==> config.mk <==
export PLATFORM = sky130hd
export DESIGN_NAME = tpu_axi4_matrix_reader
export DESIGN_NICKNAME = d
export VERILOG_FILES = /design/src/rtl/tpu_axi_pkg.sv /design/src/rtl/tpu_axi_burst_calc.sv /design/src/rtl/tpu_axi4_matrix_reader.sv
export SDC_FILE = /design/constraint.sdc
export NUM_CORES = 1
export LEC_CHECK = 0
export BUFFER_PORTS_ARGS = -buffer_cell sky130_fd_sc_hd__buf_2
export CORE_MARGIN = 2
export CORE_UTILIZATION = 50
export DETAILED_ROUTE_END_ITERATION = 6
export PLACE_DENSITY = 0.78
export SETUP_SLACK_MARGIN = 0.15
export SLEW_MARGIN = 10
export SYNTH_ARGS = -nofsm -noshare
export SYNTH_HDL_FRONTEND = slang
export SYNTH_SLANG_ARGS = --single-unit
==> constraint.sdc <==
create_clock -name ACLK -period 8.3 [get_ports ACLK]
set_input_delay 0.415 -clock ACLK [delete_from_list [all_inputs] [get_ports ACLK]]
set_output_delay 0.415 -clock ACLK [all_outputs]
set_load 0.1 [all_outputs]
==> src/rtl/tpu_axi_pkg.sv <==
// tpu_axi_pkg: FSM states and AXI constants shared by the TPU AXI masters.
package tpu_axi_pkg;
   typedef enum logic [1:0] {S_IDLE, S_AR, S_R, S_DONE} state_t;
   localparam logic [1:0] AXI_BURST_INCR = 2'b01;
   localparam logic [1:0] AXI_RESP_OKAY  = 2'b00;
   localparam int         AXI_4KB        = 4096;
   function automatic logic [2:0] AXI_SIZE_FN(input int data_width);
      return 3'($clog2(data_width / 8));
   endfunction
endpackage

==> src/rtl/tpu_axi_burst_calc.sv <==
// tpu_axi_burst_calc: ARLEN for the next burst, limited by words left, max burst and 4KB page.
module tpu_axi_burst_calc
   import tpu_axi_pkg::*;
#(
   parameter int DATA_W    = 32,
   parameter int BURST_LEN = 16,
   parameter int CNT_W     = 9
) (
   input  logic [11:0]      i_addr_lo,
   input  logic [CNT_W-1:0] i_rem,
   output logic [7:0]       o_len
);
   localparam int SZ = AXI_SIZE_FN(DATA_W);
   logic [12:0] w_room, w_rem, w_b1, w_beats;
   assign w_room  = (13'(AXI_4KB) - {1'b0, i_addr_lo}) >> SZ;
   assign w_rem   = 13'(i_rem);
   assign w_b1    = (w_rem < 13'(BURST_LEN)) ? w_rem : 13'(BURST_LEN);
   assign w_beats = (w_b1 < w_room) ? w_b1 : w_room;
   assign o_len   = 8'(w_beats - 13'd1);
endmodule

==> src/rtl/tpu_axi4_matrix_reader.sv <==
// tpu_axi4_matrix_reader: AXI4 read master that fetches an operand matrix into a TPU word buffer.
module tpu_axi4_matrix_reader
   import tpu_axi_pkg::*;
#(
   parameter int C_M_AXI_ADDR_WIDTH = 32,
   parameter int C_M_AXI_DATA_WIDTH = 32,
   parameter int C_M_AXI_ID_WIDTH   = 1,
   parameter int C_M_AXI_BURST_LEN  = 16,
   parameter int MAX_MATRIX_SIZE    = 16,
   parameter int BUF_ADDR_WIDTH     = 8
) (
   input  logic                          ACLK,
   input  logic                          ARESET,
   input  logic                          start,
   input  logic [C_M_AXI_ADDR_WIDTH-1:0] src_addr,
   input  logic [BUF_ADDR_WIDTH:0]       num_words,
   output logic                          busy,
   output logic                          done,
   output logic                          error,
   output logic [C_M_AXI_ID_WIDTH-1:0]   M_AXI_ARID,
   output logic [C_M_AXI_ADDR_WIDTH-1:0] M_AXI_ARADDR,
   output logic [7:0]                    M_AXI_ARLEN,
   output logic [2:0]                    M_AXI_ARSIZE,
   output logic [1:0]                    M_AXI_ARBURST,
   output logic                          M_AXI_ARLOCK,
   output logic [3:0]                    M_AXI_ARCACHE,
   output logic [2:0]                    M_AXI_ARPROT,
   output logic [3:0]                    M_AXI_ARQOS,
   output logic                          M_AXI_ARVALID,
   input  logic                          M_AXI_ARREADY,
   input  logic [C_M_AXI_ID_WIDTH-1:0]   M_AXI_RID,
   input  logic [C_M_AXI_DATA_WIDTH-1:0] M_AXI_RDATA,
   input  logic [1:0]                    M_AXI_RRESP,
   input  logic                          M_AXI_RLAST,
   input  logic                          M_AXI_RVALID,
   output logic                          M_AXI_RREADY,
   output logic                          buf_we,
   output logic [BUF_ADDR_WIDTH-1:0]     buf_addr,
   output logic [C_M_AXI_DATA_WIDTH-1:0] buf_wdata
);
   localparam int AW   = C_M_AXI_ADDR_WIDTH;
   localparam int CW   = BUF_ADDR_WIDTH + 1;
   localparam int NB   = C_M_AXI_DATA_WIDTH / 8;
   localparam int SZ   = AXI_SIZE_FN(C_M_AXI_DATA_WIDTH);
   localparam int MAXW = MAX_MATRIX_SIZE * MAX_MATRIX_SIZE;
   state_t                        r_state;
   logic [AW-1:0]                 r_addr;
   logic [CW-1:0]                 r_rem;
   logic [BUF_ADDR_WIDTH-1:0]     r_cnt, r_baddr;
   logic [7:0]                    r_len, r_beat;
   logic                          r_err, r_busy, r_done, r_arvalid, r_rready, r_we;
   logic [C_M_AXI_DATA_WIDTH-1:0] r_wdata;
   logic [7:0]                    w_len;
   logic [CW-1:0]                 w_nw;
   logic [AW-1:0]                 w_bytes;
   logic                          w_last, w_err, w_more, w_unused;
   tpu_axi_burst_calc #(
      .DATA_W   (C_M_AXI_DATA_WIDTH),
      .BURST_LEN(C_M_AXI_BURST_LEN),
      .CNT_W    (CW)
   ) u_calc (
      .i_addr_lo(r_addr[11:0]),
      .i_rem    (r_rem),
      .o_len    (w_len)
   );
   assign w_nw     = (num_words > CW'(MAXW)) ? CW'(MAXW) : num_words;
   assign w_bytes  = (AW'(r_len) + 1'b1) << SZ;
   assign w_last   = r_beat == r_len;
   // A beat-count/RLAST disagreement is an error, but the burst still ends on the count.
   assign w_err    = r_err | (M_AXI_RRESP != AXI_RESP_OKAY) | (M_AXI_RLAST != w_last);
   assign w_more   = (r_rem != CW'(1)) && !w_err;
   assign w_unused = &{1'b0, M_AXI_RID};
   always_ff @(posedge ACLK) begin
      if (ARESET) begin
         r_state   <= S_IDLE;
         r_addr    <= '0;
         r_rem     <= '0;
         r_cnt     <= '0;
         r_baddr   <= '0;
         r_len     <= '0;
         r_beat    <= '0;
         r_err     <= 1'b0;
         r_busy    <= 1'b0;
         r_done    <= 1'b0;
         r_arvalid <= 1'b0;
         r_rready  <= 1'b0;
         r_we      <= 1'b0;
         r_wdata   <= '0;
      end else begin
         r_we   <= 1'b0;
         r_done <= 1'b0;
         case (r_state)
            S_IDLE: if (start && !r_done) begin
               r_addr    <= src_addr & ~AW'(NB - 1);
               r_rem     <= w_nw;
               r_cnt     <= '0;
               r_err     <= 1'b0;
               r_busy    <= 1'b1;
               r_arvalid <= w_nw != '0;
               r_state   <= (w_nw == '0) ? S_DONE : S_AR;
            end
            S_AR: if (M_AXI_ARREADY) begin
               r_arvalid <= 1'b0;
               r_rready  <= 1'b1;
               r_len     <= w_len;
               r_beat    <= '0;
               r_state   <= S_R;
            end
            S_R: if (M_AXI_RVALID) begin
               r_we    <= 1'b1;
               r_baddr <= r_cnt;
               r_wdata <= M_AXI_RDATA;
               r_cnt   <= r_cnt + 1'b1;
               r_rem   <= r_rem - 1'b1;
               r_beat  <= r_beat + 8'd1;
               r_err   <= w_err;
               if (w_last) begin
                  r_rready  <= 1'b0;
                  r_addr    <= r_addr + w_bytes;
                  r_arvalid <= w_more;
                  r_state   <= w_more ? S_AR : S_DONE;
               end
            end
            default: begin
               r_done  <= 1'b1;
               r_busy  <= 1'b0;
               r_state <= S_IDLE;
            end
         endcase
      end
   end
   assign busy          = r_busy;
   assign done          = r_done;
   assign error         = r_err;
   assign M_AXI_ARID    = '0;
   assign M_AXI_ARADDR  = r_addr;
   assign M_AXI_ARLEN   = r_arvalid ? w_len : 8'd0;
   assign M_AXI_ARSIZE  = AXI_SIZE_FN(C_M_AXI_DATA_WIDTH);
   assign M_AXI_ARBURST = AXI_BURST_INCR;
   assign M_AXI_ARLOCK  = 1'b0;
   assign M_AXI_ARCACHE = 4'b0011;
   assign M_AXI_ARPROT  = 3'b000;
   assign M_AXI_ARQOS   = 4'd0;
   assign M_AXI_ARVALID = r_arvalid;
   assign M_AXI_RREADY  = r_rready;
   assign buf_we        = r_we;
   assign buf_addr      = r_baddr;
   assign buf_wdata     = r_wdata;
endmodule
Word level (Yosys, flattened, before mapping):

Index checks and enable logic that the tools add are counted.

* register bits after elaboration: 113
* input port bits: 82
* logic and storage cells: 100

* add/subtract/negate cells: 7
* $lt $le $gt $ge: 3
* eq/ne operators: 9
* muxes and demuxes: 40
* bitwise operators: 4
* reductions and logical operators: 23

Operator list (number)
* 32-bit 2-to-1 mux: 3
* 32-bit case mux with 2 select lines: 1
* 8-bit 2-to-1 mux: 6
* 9-bit 2-to-1 mux: 4
* 32-bit by 11-bit adder with 32-bit output: 1
* 8-bit case mux with 2 select lines: 2
* 9-bit case mux with 2 select lines: 1
* 8-bit by 1-bit adder with 8-bit output, second input constant: 2
* 13-bit by 12-bit subtractor with 13-bit output, first input constant: 1
* 1-bit 2-to-1 mux: 12
* 2-bit 2-to-1 mux: 6
* 4-bit AND reduction: 3
* 9-bit by 11-bit < comparator with 1-bit output: 1
* 8-bit by 1-bit adder with 9-bit output, second input constant: 1
* 9-bit > comparator, second input constant: 1
* 9-bit zero test: 1
* 9-bit by 5-bit < comparator with 1-bit output, second input constant: 1
* 9-bit by 1-bit inequality test with 1-bit output, second input constant: 1
* 9-bit nonzero test: 1
* 9-bit by 1-bit subtractor with 9-bit output, second input constant: 1
* 8-bit == test: 1
* 2-bit inequality test, second input constant: 4
* 8-bit by 1-bit subtractor with 8-bit output, second input constant: 1
* 1-bit case mux with 2 select lines: 3
* other kinds (17): 27

Longest topological paths before layout:

Gate-level depths: netlist of run 1.

* word-level depth: 9
* depth in mapped cells: 18
* mapped depth without buffers: 17

By module:

A second synthesis of run 1 with hierarchy kept.

* cell total of the unflattened synthesis: 850
* area total of the unflattened synthesis: 6662.6 um^2

By module, submodules not included
* tpu_axi4_matrix_reader: times used 1, cells each 751, area an instance 5939.4 um^2, sequential area each 2222.1 um^2
* tpu_axi_burst_calc: times used 1, cells each 99, area an instance 723.2 um^2, sequential area each 0.0 um^2

Worst setup path after synthesis of run 1:

Ideal clock, no wire load.

* path type: reg2out
* start: register r_addr[2], in the netlist M_AXI_ARADDR[2]
* end: output port M_AXI_ARLEN[6]
* arrival: 5.389 ns
* required time: 7.885 ns
* path slack: 2.496 ns
* stages on the path, launching flop included: 19
* cell sequence: dfxtp_1 inv_1 ha_1 nand2_1 xor2_1 inv_1 ha_1 nand4_1 a211oi_1 o41ai_1 a21oi_2 buf_6 mux2i_1 ha_1 o21ai_0 nor3_1 xnor2_1 a21oi_1 nor2b_1

* cells in the longest elaborated chain, start to end: 5

Ends and longest elaborated chain
* start, declared: line tpu_axi4_matrix_reader.sv:47 `logic [AW-1:0] r_addr;`
* start signal, assigned: line tpu_axi4_matrix_reader.sv:94 `r_addr <= src_addr & ~AW'(NB - 1);`
* start signal, assigned: line tpu_axi4_matrix_reader.sv:119 `r_addr <= r_addr + w_bytes;`
* 13-bit by 12-bit subtractor with 13-bit output *: line tpu_axi_burst_calc.sv:15 `assign w_room = (13'(AXI_4KB) - {1'b0, i_addr_lo}) >> SZ;`
* 9-bit by 11-bit < comparator with 1-bit output: line tpu_axi_burst_calc.sv:18 `assign w_beats = (w_b1 < w_room) ? w_b1 : w_room;`
* 8-bit 2-to-1 mux *: line tpu_axi_burst_calc.sv:18
* 8-bit by 1-bit subtractor with 8-bit output *: line tpu_axi_burst_calc.sv:19 `assign o_len = 8'(w_beats - 13'd1);`
* 8-bit 2-to-1 mux *: line tpu_axi4_matrix_reader.sv:137 `assign M_AXI_ARLEN = r_arvalid ? w_len : 8'd0;`
* end, declared: line tpu_axi4_matrix_reader.sv:22 `output logic [7:0] M_AXI_ARLEN,`

Mark *: on every way between the ends. The rest lies on a longest branch, timed or not.

Final worst setup path of run 1:

Ends and elaborated chain as after synthesis.

==> impl_metrics.toml, run 1 <==
[cells_and_area]
register_area_sq_um = 2220
fin_cells = 1170
final_net_count = 1101
fillers = 1227
multi_input_area_sq_um = 4050
post-route-cell-area_sq_um = 7730
area.growth.synth_to_final_pct = 16.2
layout-drive-gt1-share = 0.208

[die]
rows = 42
core_area_sq_um = 13100
chipHeight_microns = 119
initial_core_util = 0.506
dieArea_sq_um = 14200
io_pins = 186
fp.dieW_microns = 119

[clocking]
clkSlewWorstSetupHoldPaths_ps = 80
clk_latency_ps = 360
htreeDepth = 3
clockBufferDepth = 2
root_buffer = "clkbuf_16"
cts_tree = "yes"
cts_inserted_buffers = 9
ctsResizeCount = 0
cts_sinks = 111
ctsHoldBuffers = 0
cts_setup_buffers = 0

[logic_synthesis]
netlist-cell-type-count = 72
synth.avg_cell_area_sq_um = 7.80
synth_edf_count = 0
synthFlopType = "dfxtp_1"
synth_seq_cells = 111
yosys.area.top_type = "dfxtp_1"
synth.area.top_cells = "dfxtp_1 33%, nand2_1 8.1%, a21oi_1 6.2%"
ys_seq_area_frac = 0.334
synth_common_cells = "144 x nand2_1, 111 x dfxtp_1, 83 x a21oi_1"
synthArstFlopShare = 0
synth_top_area_frac = 0.334
yosysMostFrequentCell = "nand2_1"
synth_warnings = 0
synth_area_sq_um = 6650
synth_cells = 853

[grt]
grt_start_max_net_pins = 78
overflow = 0
grt_pass1_wl_microns = 27700
grt_pass1_vias = 5878
antenna_found_initial = 2
grt_use_total = 0.234

[placement]
post-place-cells = 1154
port-buffer-count = 162
dpl_cell_area_sq_um = 7440
pre_cts_ws_ps = 3320
dpl.hpwl_microns = 12000
place_congestion = 0.878

[route]
wire_per_inst_microns = 14.4
dr_total_vias = 6463
drt_iter0_drc = 467
wl_microns = 16900
route.detailed.drc = 0
vias_per_cell = 5.52
dr.pass1.iters = 5
detail-route-antenna-nets = 0

[sta]
max_slew_margin = 0.281
worst_slew_pin_slew_ps = 1080
max_freq_mhz = 187
whs_ps = 286
slew_viol_final = 0
finalCritPeriodShare = 0.645
fin_crit_ps = 5350
tns_ps = 0
setup_viol = 0
fin_skew_ps = 7.26
rsz0062_at_grt = "no"
setup_slack_ps = 2950
finalHoldViolCount = 0

[worst_hold_path]
hold_path_class = "in2reg"

[setup_path]
worstPathRequired_ps = 7890
crit_type = "reg2out"
worst-path-max-fanout = 11
arrival_ps = 4940
setup.worst_path.end_class = "primary output"
start_kind = "register"

[power_and_ir_drop]
vdd_drop_max_mv = 0.244
leakage_nw = 3.30
power.density_nw_per_um2 = 446

[status]
status = "completed"

[flow_run]
max_cap_violations = 0
[critical path, stage by stage, from the launching register on]
cell and delay [ps]:
dfxtp_1 510, inv_1 140, ha_1 220, nand2_1 80, xor2_1 430, inv_1 110
ha_1 310, nand4_1 80, a211oi_1 220, o41ai_1 120, a21oi_2 500, mux2i_1 340
ha_1 290, o21ai_0 160, nor3_1 200, xnor2_1 140, a21oi_1 120, nor2b_1 160
buf_2 440
[layout by cell type, fill, tap and decap left out, drive strengths merged, types with 9 or more instances in the layout]
cell type  netlist  layout
and2            11      11
and3            14      14
inv             24      27
nor4             9       9
a211oi          18      18
mux2i           15      15
o21ai           24      24
xnor2           17      17
a21oi           87      87
nor3            19      19
ha              29      29
nand4            9       9
conb             2      24
nand3           27      27
dfxtp          111     111
buf             31     168
clkbuf          34       9
nor2            76      76
xor2            27      27
nand2          147     147
[registers in the layout, summed over array words and instances, names as in the netlist]
name / cells
buf_wdata: 32
M_AXI_ARADDR: 30
r_rem: 9
buf_addr: 8
r_beat: 8
r_cnt: 8
r_len: 8
r_state: 2
M_AXI_ARVALID: 1
M_AXI_RREADY: 1
buf_we: 1
busy: 1
done: 1
error: 1
[routing by layer]
| metal | global-route usage | up-vias | wire, microns |
|---|---|---|---|
| met3 | 0.0560 | 32 | 922 |
| li1 | - | 3229 | - |
| met4 | 0.0721 | 2 | 312 |
| met1 | 0.307 | 3006 | 7850 |
| met2 | 0.383 | 194 | 7790 |
| met5 | 0 | - | 13 |
[stage by stage]
step,util,power (mW)
after floorplan,-,2.63
after CTS,0.588,3.44
after global placement,0.566,2.98
final,0.588,3.45
after global routing,0.588,3.67
after detailed placement,0.566,3.01
[logic make-up (layout without fill, tap and decap cells)]
kind of cell               after synthesis  in the layout  synth area share
DFF                                    111            111             0.334
buffers and inverters                   89            207            0.0704
other                                    2             25           0.00113
AOI/OAI and AO/OA                      209            209             0.202
adders and majority gates               30             30            0.0576
muxes                                   17             17            0.0271
xor gates and xnor gates                44             44            0.0579
and+or+nand+nor                        351            351             0.249
[report_power, final]
group	total, mW	switching [mW]	internal [mW]
clock network	0.430	0.219	0.211
logic	2.21	1.65	0.556
registers	0.813	0.160	0.653
[path summary, 6_finish.rpt]
check / depth (start not counted) / endpoint / startpoint / slack, ps
setup / recovery: 18 / M_AXI_ARLEN[6] / M_AXI_ARADDR[2] / 2950
hold reg to reg: 2 / buf_wdata[21] / buf_wdata[21] / 450
setup reg to reg: 17 / r_len[6] / M_AXI_ARADDR[2] / 4000
hold / removal: 3 / buf_wdata[30] / M_AXI_RDATA[30] / 290
[area by class of cell]
class | instances | area share
multi-input cells | 675 | 0.524
flip-flops and latches | 111 | 0.288
repair buffers | 168 | 0.111
clock buffers | 9 | 0.0291
well taps | 176 | 0.0285
inverters | 24 | 0.0117
clock inverters | 6 | 0.00826
diodes | 1 | 0.000324
(Power assumes the default switching activity.)
==> run 2, diff against run 1 <==
--- a/config.mk
+++ b/config.mk
@@ -7,7 +7,7 @@
 export LEC_CHECK = 0
 export BUFFER_PORTS_ARGS = -buffer_cell sky130_fd_sc_hd__buf_2
 export CORE_MARGIN = 2
-export CORE_UTILIZATION = 50
+export CORE_UTILIZATION = 48
 export DETAILED_ROUTE_END_ITERATION = 6
 export PLACE_DENSITY = 0.78
 export SETUP_SLACK_MARGIN = 0.15
==> constraint.sdc (replaced) <==
create_clock -name ACLK -period 4.3 [get_ports ACLK]
set_input_delay 0.215 -clock ACLK [delete_from_list [all_inputs] [get_ports ACLK]]
set_output_delay 0.215 -clock ACLK [all_outputs]
set_load 0.1 [all_outputs]
==> run 2 against run 1 <==
Final cell count increased by 2.8%; sequential power increased by 94%; largest cell class unchanged; count of clock-buffer cells in the layout unchanged; global-route usage decreased by 0.30 points; sequential share of layout area decreased by 1.5 points; highest routed layer is now met4; non-clock buffer count increased by 28; critical endpoint is now M_AXI_ARLEN[0]; sequential cell count unchanged; combinational power increased by 120%; cell area increased by 6.8%.
==> impl_metrics.toml, run 2 (synthesized netlist as in run 1, its figures left out) <==
[cells_and_area]
mostFrequentLayoutCells = "157 x buf_2, 142 x nand2_1, 103 x dfxtp_1, 79 x a21oi_1, 74 x nor2_1"
area.growth.synth_to_final_pct = 24.1
fillers = 1245
largest_reg_flops = 32
layout_commonest_cell = "buf_2"
final_net_count = 1129
layout-drive-gt1-share = 0.264

[clocking]
cts_tree = "yes"
cts_sinks = 111
root_buffer = "clkbuf_16"
ctsHoldBuffers = 0
clk_latency_ps = 370
clkSlewWorstSetupHoldPaths_ps = 80
htreeDepth = 3
cts_inserted_buffers = 9
clockBufferDepth = 2

[sta]
rsz0062_at_grt = "yes"
fin_skew_ps = 9.26
fin_crit_ps = 4230
slew_viol_final = 0
worst_slew_pin_slew_ps = 1150
finalHoldViolCount = 0
max_slew_margin = 0.234
setup_viol = 0
finalCritPeriodShare = 0.984
max_freq_mhz = 236
whs_ps = 72.8
tns_ps = 0
setup_slack_ps = 70.8

[route]
dr_total_vias = 6678
drt_iter0_drc = 561
dr.pass1.iters = 5
wire_per_inst_microns = 15.4
vias_per_cell = 5.55
wl_microns = 18500
route.detailed.drc = 0
detail-route-antenna-nets = 0

[setup_path]
arrival_ps = 4010
worstPathRequired_ps = 4090
start_kind = "register"
worst-path-max-fanout = 8
crit_type = "reg2out"
setup.worst_path.end_class = "primary output"

[grt]
antenna_found_initial = 1
grt_pass1_vias = 5702
grt_start_max_net_pins = 106
overflow = 0
grt_pass1_wl_microns = 27800
grt_use_total = 0.231

[placement]
pre_cts_ws_ps = 255
dpl.hpwl_microns = 12300
port-buffer-count = 162
place_congestion = 0.913

[worst_hold_path]
hold_path_class = "in2reg"

[die]
rows = 43
chipHeight_microns = 122
core_area_sq_um = 13700
dieArea_sq_um = 14800
fp.dieW_microns = 122
io_pins = 186
initial_core_util = 0.485

[status]
status = "completed"

[power_and_ir_drop]
leakage_nw = 3.52
power.density_nw_per_um2 = 896
vdd_drop_max_mv = 0.453

[flow_run]
max_cap_violations = 0
[run 2: cell types whose count changed in the layout (fill, tap and decap cells not counted), sizes merged]
cell      before  now
bufinv         0    1
inv           27   28
buf          168  196
clkinvlp       1    0
[run 2: metrics by stage]
stage,cells,util,power (mW),instance area (sq um)
2_1_floorplan,875,-,5.12,6780
3_3_place_gp,1163,0.551,5.88,7550
3_5_place_dp,1163,0.551,5.92,7550
4_1_cts,1188,0.582,6.95,7980
5_1_grt,1203,0.602,7.82,8250
6_report,1203,0.602,7.40,8250
[run 2: metal layers]
metal	GRT usage	share of wire	up-vias
met1	0.319	0.45	3128
met2	0.362	0.48	217
met4	0.0726	0.019	0
met5	0	0	-
met3	0.0492	0.052	29
li1	-	-	3304
[run 2: final cells by class]
class / instances / area (sq um) / share of cell area
clock inverter: 7 / 108 / 0.0130
antenna: 1 / 2.50 / 0.000303
sequential: 111 / 2250 / 0.272
tap: 180 / 225 / 0.0273
clock buffer: 9 / 225 / 0.0273
timing repair buffer: 196 / 1160 / 0.141
inverter: 24 / 90.1 / 0.0109
multi-input combinational: 675 / 4190 / 0.508
[run 2: worst max-delay path: stages (launching register included)]
cell and delay (ps):
dfxtp_4 380, or4_4 560, buf_4 180, nor2_4 170, xnor2_4 170, inv_2 70
ha_1 300, nand2_2 90, o21ai_1 90, a21oi_2 150, a21oi_2 100, mux2i_2 190
buf_4 150, buf_6 100, buf_6 100, buf_6 110, buf_6 110, buf_6 100
buf_6 100, buf_6 110, and2_4 150, buf_12 160
[run 2: final timing paths]
| check | endpoint | startpoint | slack (ps) | cells past startpoint |
|---|---|---|---|---|
| max | M_AXI_ARLEN[0] | M_AXI_ARADDR[3] | 70 | 21 |
| min | buf_wdata[25] | M_AXI_RDATA[25] | 70 | 3 |
| max reg2reg | r_len[0] | M_AXI_ARADDR[3] | 700 | 21 |
| min reg2reg | buf_wdata[1] | buf_wdata[1] | 450 | 2 |
[run 2: power by group]
group,switching [mW],internal [mW]
combinational,3.43,1.46
sequential,0.307,1.28
clock,0.451,0.479
[run 2: timing repair]
action	in CTS	in global routing
gates cloned	0	0
setup endpoints to repair	2	7
pin swaps	3	15
gates resized for setup	8	39
setup buffers	9	14
==> run 3, diff against run 2 <==
--- a/config.mk
+++ b/config.mk
@@ -5,11 +5,13 @@
 export SDC_FILE = /design/constraint.sdc
 export NUM_CORES = 1
 export LEC_CHECK = 0
+export ABC_AREA = 1
 export BUFFER_PORTS_ARGS = -buffer_cell sky130_fd_sc_hd__buf_2
+export CAP_MARGIN = 5
 export CORE_MARGIN = 2
-export CORE_UTILIZATION = 48
+export CORE_UTILIZATION = 25
 export DETAILED_ROUTE_END_ITERATION = 6
-export PLACE_DENSITY = 0.78
+export PLACE_DENSITY = 0.47
 export SETUP_SLACK_MARGIN = 0.15
 export SLEW_MARGIN = 10
 export SYNTH_ARGS = -nofsm -noshare
==> run 3 against run 2 <==
Critical path depth up 1; worst hold slack gained 21 ps; first-iteration DRC count shrank 28%; sequential power barely moved; synthesized cell count up 21%; die area increased by 93%; combinational power about the same; global-route usage is 8.6 points lower; critical path type unchanged; critical endpoint is now M_AXI_ARLEN[2]; largest power group unchanged.
==> impl_metrics.toml, run 3 <==
[power_and_ir_drop]
vdd_drop_max_mv = 0.429
power.density_nw_per_um2 = 886
leakage_nw = 3.78
p_sw_frac = 0.620
clkPwrFrac = 0.122
intPower_mw = 2.80
p_sw_mw = 4.56
p_total_mw = 7.35
seqPwrFrac = 0.216
p_comb_frac = 0.663

[setup_path]
ff2ff_path_depth = 17
crit_type = "reg2out"
regToRegStartpoint = "r_len[1]"
slowest_delay_ps = 370
setup.worst_path.end_class = "primary output"
worstPathCellList = "inv_2 -> ha_1 -> inv_1 -> nor2_1 -> nand3_1 -> nand2_1 -> nand2_1 -> ha_1 -> nand2_1 -> o21ai_0 -> a21boi_2 -> nand2_4 -> nand2_4 -> nand2_1 -> o21ai_2 -> inv_1 -> ha_1 -> inv_1 -> xor2_1 -> inv_1 -> nor2_4 -> buf_6"
cp_slowest_cell = "dfxtp_1"
r2r_end = "M_AXI_ARADDR[27]"
arrival_ps = 3620
worst-path-max-fanout = 7
start_kind = "register"
worstPathRequired_ps = 4090
r2r_slack_ps = 990

[logic_synthesis]
synth_seq_cells = 111
synth.avg_cell_area_sq_um = 6.63
yosys.area.top_type = "dfxtp_1"
synth_top_area_frac = 0.326
synthArstFlopShare = 0
synth_area_sq_um = 6820
synth_common_cells = "178 x nor2_1, 172 x nand2_1, 111 x dfxtp_1"
synth_cells = 1029
synthFlopType = "dfxtp_1"
synth_edf_count = 0
yosysMostFrequentCell = "nor2_1"
netlist-cell-type-count = 51
synth.area.top_cells = "dfxtp_1 33%, nor2_1 9.8%, nand2_1 9.5%"
ys_seq_area_frac = 0.326
synth_warnings = 0

[sta]
setup_viol = 0
fin_crit_ps = 3840
max_freq_mhz = 261
max_slew_margin = 0.393
finalHoldViolCount = 0
worst_slew_pin_slew_ps = 910
fin_skew_ps = 14.8
slew_viol_final = 0
tns_ps = 0
rsz0062_at_grt = "no"
finalCritPeriodShare = 0.893
whs_ps = 93.7

[grt]
antenna_found_initial = 2
grt_start_max_net_pins = 50
overflow = 0
grt_pass1_vias = 6347
grt_pass1_wl_microns = 33500
grt_use_total = 0.145

[route]
dr_total_vias = 6907
route.detailed.drc = 0
wl_microns = 21000
detail-route-antenna-nets = 0
drt_iter0_drc = 403
wire_per_inst_microns = 13.8
vias_per_cell = 4.54
dr.pass1.iters = 4

[placement]
dpl.hpwl_microns = 15800
dpl_cell_area_sq_um = 7970
port-buffer-count = 162
place_congestion = 0.840

[clocking]
htreeDepth = 3
clkSlewWorstSetupHoldPaths_ps = 90
ctsHoldBuffers = 0
clockBufferDepth = 2
cts_setup_buffers = 0
cts_inserted_buffers = 9
cts_sinks = 111
cts_tree = "yes"
clk_latency_ps = 370
root_buffer = "clkbuf_16"

[cells_and_area]
layout-drive-gt1-share = 0.197
mostFrequentLayoutCells = "175 x nor2_1, 172 x nand2_1, 160 x buf_2, 111 x dfxtp_1, 106 x inv_1"
layout_commonest_cell = "nor2_1"
area.growth.synth_to_final_pct = 21.8
post-route-cell-area_sq_um = 8300
largest_reg_flops = 32
final_net_count = 1288
final_util = 0.309

[worst_hold_path]
hold_depth = 3
min_to = "buf_wdata[10]"
hold_path_class = "in2reg"
hold_start = "M_AXI_RDATA[10]"

[die]
chipHeight_microns = 169
core_area_sq_um = 26900
io_pins = 186
rows = 60
initial_core_util = 0.254
dieArea_sq_um = 28600
fp.dieW_microns = 169

[status]
status = "completed"

[flow_run]
max_cap_violations = 0
## run 3: worst max-delay path by stage
stage / start / end
final: M_AXI_ARADDR[2] / M_AXI_ARLEN[2]
after global routing: M_AXI_ARADDR[3] / M_AXI_ARLEN[2]
after CTS: M_AXI_ARADDR[3] / M_AXI_ARLEN[4]
after detailed placement: M_AXI_ARADDR[3] / M_AXI_ARLEN[2]
after global placement: M_AXI_ARADDR[2] / M_AXI_ARLEN[2]
after floorplan: M_AXI_ARADDR[2] / M_AXI_ARLEN[4]
## run 3: power by group through the flow
stage	sequential, mW	combinational [mW]	clock [mW]
after floorplan	2.95	2.63	0
after global placement	1.61	4.85	0
after detailed placement	1.61	4.86	0
after CTS	1.59	4.88	0.928
after global routing	1.63	5.29	0.962
final	1.59	4.87	0.895
## run 3: final cells by class
cell class              instances  area (sq um)
repair buffers                170           880
fillers                      2990         18600
multi-input cells             772          4030
clock inverters                 7          96.3
clock buffers                   9           225
well taps                     341           427
diodes                          1          2.50
inverters                     112           425
flip-flops and latches        111          2220
## run 3: kinds of logic after synthesis
kind of cell / count (synthesis) / synth area share
compound gates: 219 / 0.177
fa+ha+maj: 30 / 0.0561
xor+xnor: 25 / 0.0321
simple gates: 474 / 0.300
buf+inv: 168 / 0.108
flops: 111 / 0.326
other cells: 2 / 0.00110
## run 3: through the flow
| step | setup WS [ps] | cells |
|---|---|---|
| 4_1_cts | 166 | 1522 |
| 2_1_floorplan | 118 | 1051 |
| 6_report | 462 | 1523 |
| 3_3_place_gp | 567 | 1506 |
| 3_5_place_dp | 522 | 1506 |
| 5_1_grt | 161 | 1523 |
## run 3: repair_timing
| item | 4_1_cts | 5_1_grt |
|---|---|---|
| endpoints found under the setup margin | 1 | 7 |
| pin swaps | 0 | 0 |
| gates cloned | 0 | 0 |
| gates resized for setup | 1 | 5 |
## run 3: critical path, delay by kind of cell, from the launching register on
kind	cells	cell delay (ps)
AO/OA/AOI/OAI	3	400
XOR/XNOR	1	240
adder cells (fa/ha/maj)	3	680
buffers and inverters	6	700
flip-flops	1	370
AND/OR/NAND/NOR	9	880
## run 3: metal layers
layer / up-vias / global-route usage / routed length, microns
met3: 17 / 0.0308 / 971
met2: 133 / 0.222 / 9150
li1: 3623 / - / -
met4: 2 / 0.0334 / 238
met1: 3132 / 0.208 / 10600
met5: - / 0 / 7
